===== config.mk =====
export PLATFORM = sky130hd
export DESIGN_NAME = bus_driver_arbiter
export DESIGN_NICKNAME = d
export VERILOG_FILES = /design/src/rtl/bus_driver_arbiter.sv
export SDC_FILE = /design/constraint.sdc
export NUM_CORES = 1
export LEC_CHECK = 0
export ABC_AREA = 1
export CAP_MARGIN = 40
export CORE_MARGIN = 2
export CORE_UTILIZATION = 55
export CTS_BUF_LIST = sky130_fd_sc_hd__clkbuf_2
export CTS_CLUSTER_SIZE = 30
export DETAILED_ROUTE_END_ITERATION = 10
export PLACE_DENSITY = 0.81
export SETUP_SLACK_MARGIN = 0.5
export SKIP_CTS_REPAIR_TIMING = 1
export SLEW_MARGIN = 0
export SYNTH_ARGS = -nofsm -noshare
export SYNTH_HDL_FRONTEND = slang
export SYNTH_SLANG_ARGS = --single-unit

===== constraint.sdc =====
create_clock -name clk -period 2.7 [get_ports clk]
set_input_delay 0.81 -clock clk [delete_from_list [all_inputs] [get_ports clk]]
set_output_delay 0.81 -clock clk [all_outputs]
set_load 0.01 [all_outputs]

===== src/rtl/bus_driver_arbiter.sv =====
// Round-robin owner arbiter for a shared tristate bus driven by '241/'244-style buffers.
// Each owner change passes through a dead period (TURN cycles) so that two drivers are never
// enabled together. A tenure is capped at MAXHOLD cycles while another driver is waiting.
module bus_driver_arbiter #(
  parameter int unsigned NREQ    = 4,
  parameter int unsigned MAXHOLD = 4,
  parameter int unsigned TURN    = 1,
  parameter int unsigned IW      = 2
) (
  input  logic            clk,
  input  logic            rst_,
  input  logic [NREQ-1:0] req,
  output logic [NREQ-1:0] grant,
  output logic [NREQ-1:0] oe_,
  output logic [IW-1:0]   owner,
  output logic            busy_own,
  output logic            turn
);

  localparam int unsigned HW       = (MAXHOLD > 1) ? $clog2(MAXHOLD) : 1;
  localparam logic [HW-1:0] HoldMax  = HW'(MAXHOLD - 1);
  localparam logic [1:0]    TurnLast = 2'(TURN - 1);

  typedef enum logic [1:0] {StIdle, StOwn, StTurn} state_e;

  state_e          state_q, state_d;
  logic [NREQ-1:0] grant_q, grant_d;
  logic [NREQ-1:0] oe_q;
  logic [IW-1:0]   owner_q, owner_d;
  logic [IW-1:0]   last_q, last_d;
  logic [HW-1:0]   hold_q, hold_d;
  logic [1:0]      tcnt_q, tcnt_d;

  logic            win_valid;
  logic [IW-1:0]   win_idx;
  logic [IW-1:0]   cand;
  int unsigned     idx;
  logic            own_req;
  logic            others;

  // Rotating priority search starting one past the last owner.
  always_comb begin
    win_valid = 1'b0;
    win_idx   = '0;
    idx       = 0;
    cand      = '0;
    for (int unsigned i = 0; i < NREQ; i++) begin
      idx  = (32'(last_q) + 32'd1 + i) % NREQ;
      cand = IW'(idx);
      if (!win_valid && req[cand]) begin
        win_valid = 1'b1;
        win_idx   = cand;
      end
    end
  end

  assign own_req = |(req & grant_q);
  // grant_q is the owner's one-hot, so masking it leaves only the waiting drivers.
  assign others  = |(req & ~grant_q);

  // Next-state logic for the IDLE / OWN / TURN controller.
  always_comb begin
    state_d = state_q;
    grant_d = grant_q;
    owner_d = owner_q;
    last_d  = last_q;
    hold_d  = hold_q;
    tcnt_d  = tcnt_q;
    unique case (state_q)
      StIdle: begin
        if (win_valid) begin
          state_d = StOwn;
          grant_d = NREQ'(1) << win_idx;
          owner_d = win_idx;
          last_d  = win_idx;
          hold_d  = '0;
        end
      end
      StOwn: begin
        if (!own_req) begin
          // Release wins over a coincident preemption.
          grant_d = '0;
          hold_d  = '0;
          tcnt_d  = '0;
          state_d = others ? StTurn : StIdle;
        end else if (hold_q == HoldMax) begin
          hold_d = '0;
          if (others) begin
            grant_d = '0;
            tcnt_d  = '0;
            state_d = StTurn;
          end
        end else begin
          hold_d = hold_q + 1'b1;
        end
      end
      StTurn: begin
        if (tcnt_q == TurnLast) begin
          // last_q still holds the previous owner, giving it lowest priority here.
          if (win_valid) begin
            state_d = StOwn;
            grant_d = NREQ'(1) << win_idx;
            owner_d = win_idx;
            last_d  = win_idx;
            hold_d  = '0;
          end else begin
            state_d = StIdle;
          end
        end else begin
          tcnt_d = tcnt_q + 1'b1;
        end
      end
      default: state_d = StIdle;
    endcase
  end

  // State registers; reset floats every driver immediately without a turnaround.
  always_ff @(posedge clk or negedge rst_) begin
    if (!rst_) begin
      state_q <= StIdle;
      grant_q <= '0;
      oe_q    <= '1;
      owner_q <= '0;
      last_q  <= IW'(NREQ - 1);
      hold_q  <= '0;
      tcnt_q  <= '0;
    end else begin
      state_q <= state_d;
      grant_q <= grant_d;
      oe_q    <= ~grant_d;
      owner_q <= owner_d;
      last_q  <= last_d;
      hold_q  <= hold_d;
      tcnt_q  <= tcnt_d;
    end
  end

  assign grant    = grant_q;
  assign oe_      = oe_q;
  assign owner    = owner_q;
  assign busy_own = (state_q == StOwn);
  assign turn     = (state_q == StTurn);

endmodule


==> results of run 1 <==
==> area by class of cell <==
| type | instances | area (sq um) | share of cell area, % |
|---|---|---|---|
| sequential | 18 | 459 | 32.9 |
| inverter | 21 | 78.8 | 5.64 |
| clock buffer | 3 | 15.0 | 1.07 |
| multi-input combinational | 121 | 614 | 44.0 |
| timing repair buffer | 18 | 193 | 13.8 |
| tap | 27 | 33.8 | 2.42 |
| clock inverter | 1 | 3.75 | 0.269 |
==> power by group through the flow <==
| stage | logic, mW | registers, mW | clock network [mW] |
|---|---|---|---|
| 4_1_cts | 1.01 | 0.476 | 0.115 |
| 3_5_place_dp | 1.00 | 0.481 | 0 |
| 3_3_place_gp | 0.978 | 0.480 | 0 |
| 5_1_grt | 1.15 | 0.494 | 0.128 |
| 2_1_floorplan | 0.751 | 0.471 | 0 |
| 6_report | 1.03 | 0.482 | 0.112 |
==> through the flow <==
| stage | cells | hold WS [ns] |
|---|---|---|
| 4_1_cts | 208 | 0.513 |
| 3_5_place_dp | 204 | 0.472 |
| 2_1_floorplan | 162 | 0.442 |
| 5_1_grt | 209 | 0.559 |
| 6_report | 209 | 0.507 |
| 3_3_place_gp | 204 | 0.455 |
==> worst max-delay path, cell delays in order, from the launching register on <==
cell and delay, ns:
dfrtp_1 0.43, inv_1 0.09, nor2_2 0.16, clkdlybuf4s50_1 0.57
==> cells in the final DEF (no fill, tap or decap), types with 2 or more instances in the layout <==
cell              n
clkbuf_2          3
clkdlybuf4s50_1  11
dfrtp_1          11
dfstp_2           6
dlymetal6s2s_1    6
ha_1              2
inv_1            14
inv_2             7
nand2_1          61
nand2_2           9
nand3_1          10
nand3_2           3
nand4_1           2
nor2_1           12
nor2_2            2
o21ai_0           5
o21ai_1           4
==> worst max-delay path by stage <==
stage,to,depth (start not counted)
global route,busy_own,3
CTS,busy_own,3
finish,busy_own,3
global placement,oe_[1],12
detailed placement,oe_[1],12
floorplan,oe_[2],10
==> logic make-up (layout without fill, tap and decap cells) <==
group,count (synthesis),count (layout)
AOI/OAI and AO/OA,17,17
DFF,18,18
buffers and inverters,23,43
adders and majority gates,2,2
and+or+nand+nor,102,102
==> metal layers <==
layer | GRT usage, % | vias up
met3 | 2.73 | 9
li1 | - | 551
met1 | 27.8 | 493
met4 | 6.94 | 0
met2 | 44.0 | 39
met5 | 0 | -
==> flow_summary.ini, run 1 <==
[status]
status = finished clean

[synthesis]
synthTopCellsByArea = dfrtp_1 (26%), nand2_1 (20%), dfstp_2 (14%), inv_1 (4.5%), nor2_1 (4.5%)
synth-seq-cells = 18
yosys-top-cells-count = nand2_1 (62), inv_1 (14), nor2_1 (14), dfrtp_1 (12), nand3_1 (10)
async_reset_ff_share_pct = 100
synth_top_area_share_pct = 26.0
ys_warn_count = 0
synthSimpleGateAreaFrac_pct = 40.8
yosys.area.top_type = dfrtp_1
synth_xor_area_share_pct = 0
synth_flop_cell = dfrtp_1
synthDistinctLibCells = 25
yosysSeqAreaShare_pct = 39.6
yosysMostFrequentCell = nand2_1
synth_edf_count = 0
netlist_area_sq_um = 1160
synth-compound-area-share_pct = 8.98
yosys-mux-area-fraction_pct = 0
synth-adder-area-share_pct = 2.16
synth_top_family_by_area = simple AND/OR/NAND/NOR gates
syn_inst = 162
syn_nets = 170
synth_area_per_cell_sq_um = 7.14

[drt]
wl_met3_microns = 112
ant_nets = 0
drc = 0
routed_wl_microns = 2520
top_layer = met4
wire_per_inst_microns = 12.1
wl_met1_microns = 1090
drt_iter0_markers = 24
wl_met2_microns = 1280
vias = 1092
avgViaCountPerCell = 5.22
dr.pass1.iters = 4

[critical_path]
cp-start-kind = flop
cp_max_fo = 4
crit_type = reg -> out
cp.required_ns = 1.89
timing.rr.start = last_q[0]
reg2reg_depth = 11
worstPathArrival_ns = 1.54
rrSetupSlack_ns = 0.79
r2r-end = oe_[2]
cp-startpoint = state_q[0]
worst_setup_path_end_kind = primary output

[timing]
worst_slack_ns = 0.347
finalSetupTns_ns = 0
tightest_slew_ns = 0.763
max_freq_mhz = 425
finClkSkew_ns = 0.00637
setup_viol = 0
slew-limit-headroom_pct = 48.9
finalHoldViolCount = 0
drv_slew = 0
finalCriticalPeriod_ns = 2.35
period_share_pct = 87.2
grt_setup_unrepaired = true

[worst_hold_path]
whs_path_depth = 2
hold_path_startpoint = owner[0]
hp-class = reg -> reg
min_to = owner[0]

[pwr]
p_comb_share_pct = 63.3
netSwitchingPower_mw = 0.820
seqPwrFrac_pct = 29.7
swShare_pct = 50.6
leakage_nw = 0.750
p_clk_share_pct = 6.9
power.internal_mw = 0.800
powerDensity_nw_per_um2 = 1160
power_mw = 1.62
vdd_drop_max_mv = 0.764

[final_layout]
post-route-cell-area_sq_um = 1400
area_growth_syn_to_layout_pct = 20.9
drive_gt1_share_pct = 20.9
final_nets = 191
antennaDiodeCount = 0
final_util_pct = 70.5
fillers = 151

[cts]
cts_root_buf = clkbuf_2
insertion_delay_ns = 0.30
clock-sinks = 18
cts_tree = done
clockBufferDepth = 2
cts.htree.levels = 1
clkSlewWorstSetupHoldPaths_ns = 0.16
cts_buffers = 3

[job]
cap_viol_max_count = 0

[global_route]
overflow = 0
grt_max_degree = 19
antenna_found_initial = 0
grt_pass1_wl_microns = 4460
grt.total_usage_pct = 23.5
first_global_vias = 1036

[floorplan]
core_area_sq_um = 1980
placement_rows = 16
die_area_sq_um = 2480
initial_core_util_pct = 58.3
die_w_microns = 49.8
die_y_microns = 49.8
pin_count = 18

[placement]
gpl.final_weighted_congestion = 0.889
dp_slack_ns = 0.279
post-dp-hpwl_microns = 1950
dpl_cell_area_sq_um = 1340
io_buffers = 17
Power figures use the tool's default switching activity.
==> inputs of run 2 (changes only) <==
--- a/config.mk
+++ b/config.mk
@@ -12,6 +12,7 @@
 export CTS_BUF_LIST = sky130_fd_sc_hd__clkbuf_2
 export CTS_CLUSTER_SIZE = 30
 export DETAILED_ROUTE_END_ITERATION = 10
+export GPL_TIMING_DRIVEN = 0
 export PLACE_DENSITY = 0.81
 export SETUP_SLACK_MARGIN = 0.5
 export SKIP_CTS_REPAIR_TIMING = 1
==> run 2 against run 1 <==
- critical path depth is 1 lower
- worst setup slack better by 0.071 ns
- register-to-register slack improved by 0.13 ns
- core utilization is 1.6 points higher
- die area did not move
- cell count rose by 0.96%
- combinational power rose by 5%
- clock-buffer cell count unchanged
- critical path type unchanged
- design area rose by 2.2%
- largest cell class unchanged
==> flow_summary.ini, run 2 (same netlist as run 1, synthesis figures left out) <==
[status]
status = finished clean

[global_route]
grt_pass1_wl_microns = 4450
first_global_vias = 1111
grt_max_degree = 19
grt.total_usage_pct = 22.6
antenna_found_initial = 0
overflow = 0

[critical_path]
cp-start-kind = flop
cpMaxStageDelayCell = clkdlybuf4s50_1
path_delay_family = buffers and inverters
worstPathArrival_ns = 1.47
cp.required_ns = 1.89
worst_setup_path_end_kind = primary output
cp_cell_sequence = nor2_2 > clkdlybuf4s50_1
cp_num_buf_inv = 1
slowest_delay_ns = 0.56
crit_type = reg -> out
cp_max_fo = 4

[timing]
max_freq_mhz = 438
finalSetupTns_ns = 0
finalHoldViolCount = 0
finalCriticalPeriod_ns = 2.28
worst_slack_ns = 0.417
drv_slew = 0
setup_viol = 0
grt_setup_unrepaired = true
slew-limit-headroom_pct = 48.4
tightest_slew_ns = 0.772
period_share_pct = 84.5
finClkSkew_ns = 0.00235
whs_ns = 0.502

[job]
cap_viol_max_count = 0

[final_layout]
layout_common_cells = nand2_1 (61), inv_1 (14), nor2_1 (12), dfrtp_1 (12), clkdlybuf4s50_1 (10)
antennaDiodeCount = 0
final_nets = 193
post-route-cell-area_sq_um = 1430
area_growth_syn_to_layout_pct = 23.6
drive_gt1_share_pct = 22.3
final_common_cell = nand2_1

[cts]
clkSlewWorstSetupHoldPaths_ns = 0.16
cts_buffers = 3
cts_tree = done
insertion_delay_ns = 0.28
cts.htree.levels = 1
clock-sinks = 18
cts_root_buf = clkbuf_2
clockBufferDepth = 2

[floorplan]
placement_rows = 16
initial_core_util_pct = 58.3
die_y_microns = 49.8
core_area_sq_um = 1980
pin_count = 18
die_area_sq_um = 2480
die_w_microns = 49.8

[drt]
vias = 1106
wire_per_inst_microns = 12.1
dr.pass1.iters = 5
routed_wl_microns = 2550
avgViaCountPerCell = 5.24
ant_nets = 0
drt_iter0_markers = 24
drc = 0

[placement]
io_buffers = 17
gpl.final_weighted_congestion = 0.859
post-dp-hpwl_microns = 2020
dp_slack_ns = 0.266
dpl_cell_area_sq_um = 1360

[worst_hold_path]
hp-class = reg -> reg

[pwr]
powerDensity_nw_per_um2 = 1160
leakage_nw = 0.782
vdd_drop_max_mv = 0.819
[run 2: metrics by stage]
| stage | power (mW) | utilization [%] | instances |
|---|---|---|---|
| detailed placement | 1.52 | 68.6 | 206 |
| CTS | 1.64 | 69.6 | 210 |
| floorplan | 1.22 | - | 162 |
| finish | 1.66 | 72.1 | 211 |
| global route | 1.82 | 72.1 | 211 |
| global placement | 1.48 | 68.6 | 206 |
[run 2: path summary, 6_finish.rpt]
check	start	slack, ns	cells past startpoint	to
setup / recovery	state_q[1]	0.42	2	busy_own
hold / removal	tcnt_q[0]	0.50	2	tcnt_q[0]
setup reg to reg	last_q[0]	0.92	12	oe_[2]
hold reg to reg	tcnt_q[0]	0.50	2	tcnt_q[0]
max in group asynchronous	rst_	1.28	1	asynchronous set/reset pin
min in group asynchronous	rst_	0.95	1	hold_q[0]
[run 2: worst min-delay path, stage by stage (launching register included)]
cell and delay (ns):
dfrtp_1 0.38, nand2_1 0.05, nand2_1 0.05
[run 2: per-layer routing]
layer  vias up  part of all wire, %  GRT usage (%)
met5         -                    0              0
met4         0                  1.3           5.56
met3         5                  3.1           3.33
met2        23                   52           42.9
li1        560                    -              -
met1       518                   43           26.3
[run 2: area by class of cell]
cell class / instances / area [sq um]
Timing Repair Buffer: 18 / 195
Fill cell: 152 / 553
Clock inverter: 1 / 3.75
Sequential cell: 18 / 458
Clock buffer: 3 / 15.0
Inverter: 21 / 78.8
Tap cell: 27 / 33.8
Buffer: 2 / 18.8
Multi-Input combinational cell: 121 / 626
[run 2: where the power goes]
part / leakage, nW / total [mW] / switching (mW) / internal, mW
registers: 0.221 / 0.466 / 0.0801 / 0.386
logic: 0.547 / 1.08 / 0.677 / 0.406
clock network: 0.0140 / 0.110 / 0.0782 / 0.0322
